File: config.mk
export PLATFORM = sky130hd
export DESIGN_NAME = mux_scan_reg
export DESIGN_NICKNAME = d
export VERILOG_FILES = /design/src/rtl/mux_scan_reg.sv
export SDC_FILE = /design/constraint.sdc
export NUM_CORES = 1
export LEC_CHECK = 0
export BUFFER_PORTS_ARGS = -buffer_cell sky130_fd_sc_hd__buf_2
export CORE_ASPECT_RATIO = 0.5
export CORE_MARGIN = 10
export CORE_UTILIZATION = 44
export CTS_BUF_LIST = sky130_fd_sc_hd__clkbuf_8
export CTS_CLUSTER_DIAMETER = 40
export DETAILED_ROUTE_END_ITERATION = 8
export PLACE_DENSITY_LB_ADDON = 0.3
export REMOVE_ABC_BUFFERS = 1
export SYNTH_ARGS = -nofsm -noshare
export SYNTH_HDL_FRONTEND = slang
export SYNTH_SLANG_ARGS = --single-unit
File: constraint.sdc
create_clock -name clk -period 1.6 [get_ports clk]
set_clock_uncertainty 0.2 [all_clocks]
set_input_delay 0.32 -clock clk [delete_from_list [all_inputs] [get_ports clk]]
set_output_delay 0.32 -clock clk [all_outputs]
set_load 0.03 [all_outputs]
File: src/rtl/mux_scan_reg.sv
// Registered N:1 data multiplexer with manual select and auto-scan.
// Every output is registered; cur_sel always names the channel carried in y.
// In scan mode each channel is shown for DWELL enabled cycles, then the
// pointer advances round-robin, pulsing wrap when it returns to channel 0.
module mux_scan_reg #(
    parameter int unsigned WIDTH    = 8,
    parameter int unsigned CHANNELS = 8,
    parameter int unsigned SEL_W    = $clog2(CHANNELS),
    parameter int unsigned DWELL    = 4
) (
    input  logic             clk,
    input  logic             reset,
    input  logic [WIDTH-1:0] data [CHANNELS],
    input  logic [SEL_W-1:0] sel,
    input  logic             mode,
    input  logic             en,
    output logic [WIDTH-1:0] y,
    output logic             y_valid,
    output logic [SEL_W-1:0] cur_sel,
    output logic             wrap
);

    localparam int unsigned CntW = (DWELL > 1) ? $clog2(DWELL) : 1;
    localparam logic [SEL_W:0]   NumCh   = (SEL_W + 1)'(CHANNELS);
    localparam logic [SEL_W-1:0] LastCh  = SEL_W'(CHANNELS - 1);
    localparam logic [CntW-1:0]  LastCnt = CntW'(DWELL - 1);

    typedef enum logic [1:0] {
        StIdle,
        StManual,
        StScan
    } state_e;

    state_e           state_q, state_d;
    logic [SEL_W-1:0] ptr_q, ptr_d;
    logic [CntW-1:0]  cnt_q, cnt_d;
    logic [CntW-1:0]  cnt_eff;
    logic [WIDTH-1:0] y_q, y_d;
    logic [SEL_W-1:0] cur_sel_q, cur_sel_d;
    logic             y_valid_q, y_valid_d;
    logic             wrap_q, wrap_d;

    // Next-state: mode is only acted on while en=1; en=0 holds everything
    // and drops the strobes.
    always_comb begin
        state_d   = state_q;
        ptr_d     = ptr_q;
        cnt_d     = cnt_q;
        y_d       = y_q;
        cur_sel_d = cur_sel_q;
        y_valid_d = 1'b0;
        wrap_d    = 1'b0;
        cnt_eff   = '0;

        if (en) begin
            if (mode) begin
                state_d   = StScan;
                // Entering scan from any other state starts a full dwell.
                cnt_eff   = (state_q == StScan) ? cnt_q : '0;
                y_d       = data[ptr_q];
                cur_sel_d = ptr_q;
                y_valid_d = 1'b1;
                if (cnt_eff == LastCnt) begin
                    cnt_d = '0;
                    if (ptr_q == LastCh) begin
                        ptr_d  = '0;
                        wrap_d = 1'b1;
                    end else begin
                        ptr_d = ptr_q + SEL_W'(1);
                    end
                end else begin
                    cnt_d = cnt_eff + CntW'(1);
                end
            end else begin
                state_d = StManual;
                cnt_d   = '0;
                // Out-of-range selects leave y/cur_sel/ptr untouched.
                if ({1'b0, sel} < NumCh) begin
                    y_d       = data[sel];
                    cur_sel_d = sel;
                    ptr_d     = sel;
                    y_valid_d = 1'b1;
                end
            end
        end
    end

    // State and output registers with synchronous reset.
    always_ff @(posedge clk) begin
        if (reset) begin
            state_q   <= StIdle;
            ptr_q     <= '0;
            cnt_q     <= '0;
            y_q       <= '0;
            cur_sel_q <= '0;
            y_valid_q <= 1'b0;
            wrap_q    <= 1'b0;
        end else begin
            state_q   <= state_d;
            ptr_q     <= ptr_d;
            cnt_q     <= cnt_d;
            y_q       <= y_d;
            cur_sel_q <= cur_sel_d;
            y_valid_q <= y_valid_d;
            wrap_q    <= wrap_d;
        end
    end

    assign y       = y_q;
    assign y_valid = y_valid_q;
    assign cur_sel = cur_sel_q;
    assign wrap    = wrap_q;

endmodule

==> metrics.md <==
| Metric | Value |
|---|---|
| Status | finished with violations |
| Failing checks | setup timing |
| Post-synth ARST share | 0% |
| Max_slew headroom | 77.5% |
| Routed wire length | roughly 6.0 mm |
| Synthesized flop and latch total | 20 |
| Ports | 84 |
| Final nets | about 320 |
| Worst Path Arrival | between 1.5 and 2 ns |
| R2r startpoint | ptr_q[0]$_SDFFE_PP0P_ |
| Leakage | around 1.1 nW |
| Die X | about 110 µm |
| Hold path endpoint | ptr_q[0]$_SDFFE_PP0P_ |
| Setup ws final | -0.0723 ns |
| Area Growth Syn to Fin | 38.7% |
| Antenna violations before repair | 1 |
| Startpoint types | flip-flop |
| Pwr dens | about 650 nW/µm² |
| Fmax | roughly 600 MHz |
| Crit Path Max Fanout | 8 |
| Drt wl/cell | between 20 and 25 µm |
| Placed instance count | slightly below 300 |
| Hold_sp | reset |
| CTS tree | yes |
| Hold Path Class | in -> reg |
| Slew @ Worst Pin | roughly 0.34 ns |
| Fraction of layout cells with a size suffix above 1 | between 60 and 70% |
| H-tree depth | 1 |
| Crit end category | flip-flop |
| GP Congestion | approximately 0.85 |
| Post-Place Setup Slack | -0.145 ns |
| Die Y | about 66 µm |
| Max Slew Vio Count | 0 |
| CTS buffer count | 3 |
| Crit path time final | roughly 1.7 ns |
| DRC violations left | 0 |
| Reg-to-Reg End | y[7]$_SDFFE_PP0P_ |
| Grt total ovfl | 0 |
| EDFF count, synth | 0 |
| Sequential share of the synthesized area | a little over a fifth |
| DR vias | around 1800 |
| Die area | around 7400 µm² |
| Max VDD drop | between 0.0003 and 0.0004 V |
| Number of global-route vias before repair | around 2000 |
| Max Buffers Root-to-Sink | 2 |
| First-pass iteration count of the detailed router | 4 |
| Largest net degree at the start of global routing | 20 |
| WHS Path Cells | 2 |
| Worst Setup Path Type | reg -> reg |
| Distinct cells, synth | 32 |
| Number of synthesis warnings | 0 |
| Non-Filler Instances | 298 |
| CTS clk-pin slew, worst paths | about 0.090 ns |
| Hold-fix buffers, CTS | 0 |
| Worst Reg-to-Reg Cells | 4 |
| Initial Utilization | 46.6% |
| Period utilisation layout | 105% |
| All-Layer GR Usage | between 15 and 20% |
| Row count | 16 |
| Mapped Avg Cell Area | 12.3 µm² |
| Clock Latency Late Sink | ~0.27 ns |
| CTS sink cnt | 20 |
| Final antenna-violating net count | 0 |
| First-pass GRT wire length | a little under 10 mm |
| Most frequent cells in the layout | buf_2 (83), mux4_2 (32), dfxtp_1 (18) |
| Final Hold Viols | 0 |
| Setup repair after global routing missed its margin | yes |
| Root Buffer | clkbuf_8 |
| Port buffer count | 83 |
| CP required | between 1.5 and 2 ns |
| Top_reg_cell synth | dfxtp_1 |
| Core ar. | 3980 µm² |
| Final Setup Violations | 8 |
| Post-DP HPWL | 4.57 mm |
| MaxCap Viol Count | 0 |
| Vias per cell | ~5.9 |
| Reg-to-reg slack, setup | -0.07 ns |
| Syn Inst Count | between 150 and 200 |
| Commonest non-fill, non-tap cell in the layout | buf_2 |
| Synth Cell Area | 1860 µm² |
| DR iter-0 viols | 95 |
## worst max-delay path: stages (launching register included)
cell      delay [ns]
dfxtp_4         0.43
buf_16          0.16
mux4_2          0.50
a22oi_2         0.16
o211ai_1        0.10
## per-stage QoR
stage	power [mW]	hold slack, ns	setup TNS [ns]	cell area (µm²)	util, %
final	1.67	0.173	-0.343	2570	64.6
after detailed placement	1.10	0.250	-1.04	2390	60.1
after global routing	1.73	0.174	-1.05	2570	64.6
after CTS	1.65	0.167	-0.407	2540	63.8
after floorplan	0.852	0.189	-3.85	1750	-
after global placement	1.08	0.236	-0.657	2390	60.1
## area by class of cell
type,instances,area [µm²]
antenna,1,2.50
clock buffer,3,41.3
clock inverter,1,30.0
fill,326,1410
inverter,2,7.51
multi-input combinational,113,1380
sequential,20,405
tap,54,67.6
timing repair buffer,104,638
## cell families (layout without fill, tap and decap cells)
| family | count (synthesis) | after routing | share of synthesized area [%] |
|---|---|---|---|
| other cells | 0 | 1 | 0 |
| flops | 20 | 20 | 21.6 |
| mux | 43 | 43 | 46.6 |
| compound gates | 32 | 32 | 12.5 |
| buf+inv | 18 | 110 | 6.14 |
| fa+ha+maj | 3 | 3 | 2.02 |
| simple gates | 35 | 35 | 11.2 |
## synthesized netlist by cell type, types with 4 or more instances
cell      count  area [µm²]
o211ai_1      7        52.6
nor2_1        6        22.5
a22oi_1       7        52.6
a21oi_1       7        35.0
nor2b_1       4        25.0
mux4_1        9         236
clkbuf_1      6        22.5
mux2i_1      11         110
buf_2         6        30.0
mux4_2       23         518
dfxtp_1      20         400
nand2_1      12        45.0
## metal layers
| metal | wire length (µm) | up-vias | track usage, % |
|---|---|---|---|
| li1 | - | 814 | - |
| met1 | 2260 | 873 | 17.3 |
| met2 | 3320 | 61 | 31.7 |
| met3 | 376 | 8 | 4.71 |
| met4 | 70 | 0 | 4.14 |
| met5 | 0 | - | 0 |
## worst max path at each step
stage	from	end	slack, ns
global placement	sel[1]	y[2]$_SDFFE_PP0P_	-0.09
global route	ptr_q[0]$_SDFFE_PP0P_	y[1]$_SDFFE_PP0P_	-0.14
detailed placement	sel[1]	y[1]$_SDFFE_PP0P_	-0.15
floorplan	ptr_q[0]$_SDFFE_PP0P_	y[6]$_SDFFE_PP0P_	-0.41
finish	ptr_q[0]$_SDFFE_PP0P_	y[7]$_SDFFE_PP0P_	-0.07
CTS	ptr_q[0]$_SDFFE_PP0P_	y[7]$_SDFFE_PP0P_	-0.08
## where the power goes
group	total [mW]	internal, mW	switching [mW]
Sequential	0.556	0.532	0.0241
Clock	0.531	0.335	0.196
Combinational	0.580	0.309	0.270
Total	1.67	1.18	0.491
## state kept, by name, indices dropped and copies added, names as in the netlist
register and flops:
cnt_q 2, cur_sel 3, ptr_q 3, state_q 2, wrap 1, y 8, y_valid 1
## timing repair
action / CTS / global route
resized for setup: 23 / 7
pin swaps: 5 / 6
cloned: 2 / 0
endpoints found under the setup margin: 11 / 11
setup buffers: 1 / 0
(Power assumes the default switching activity.)
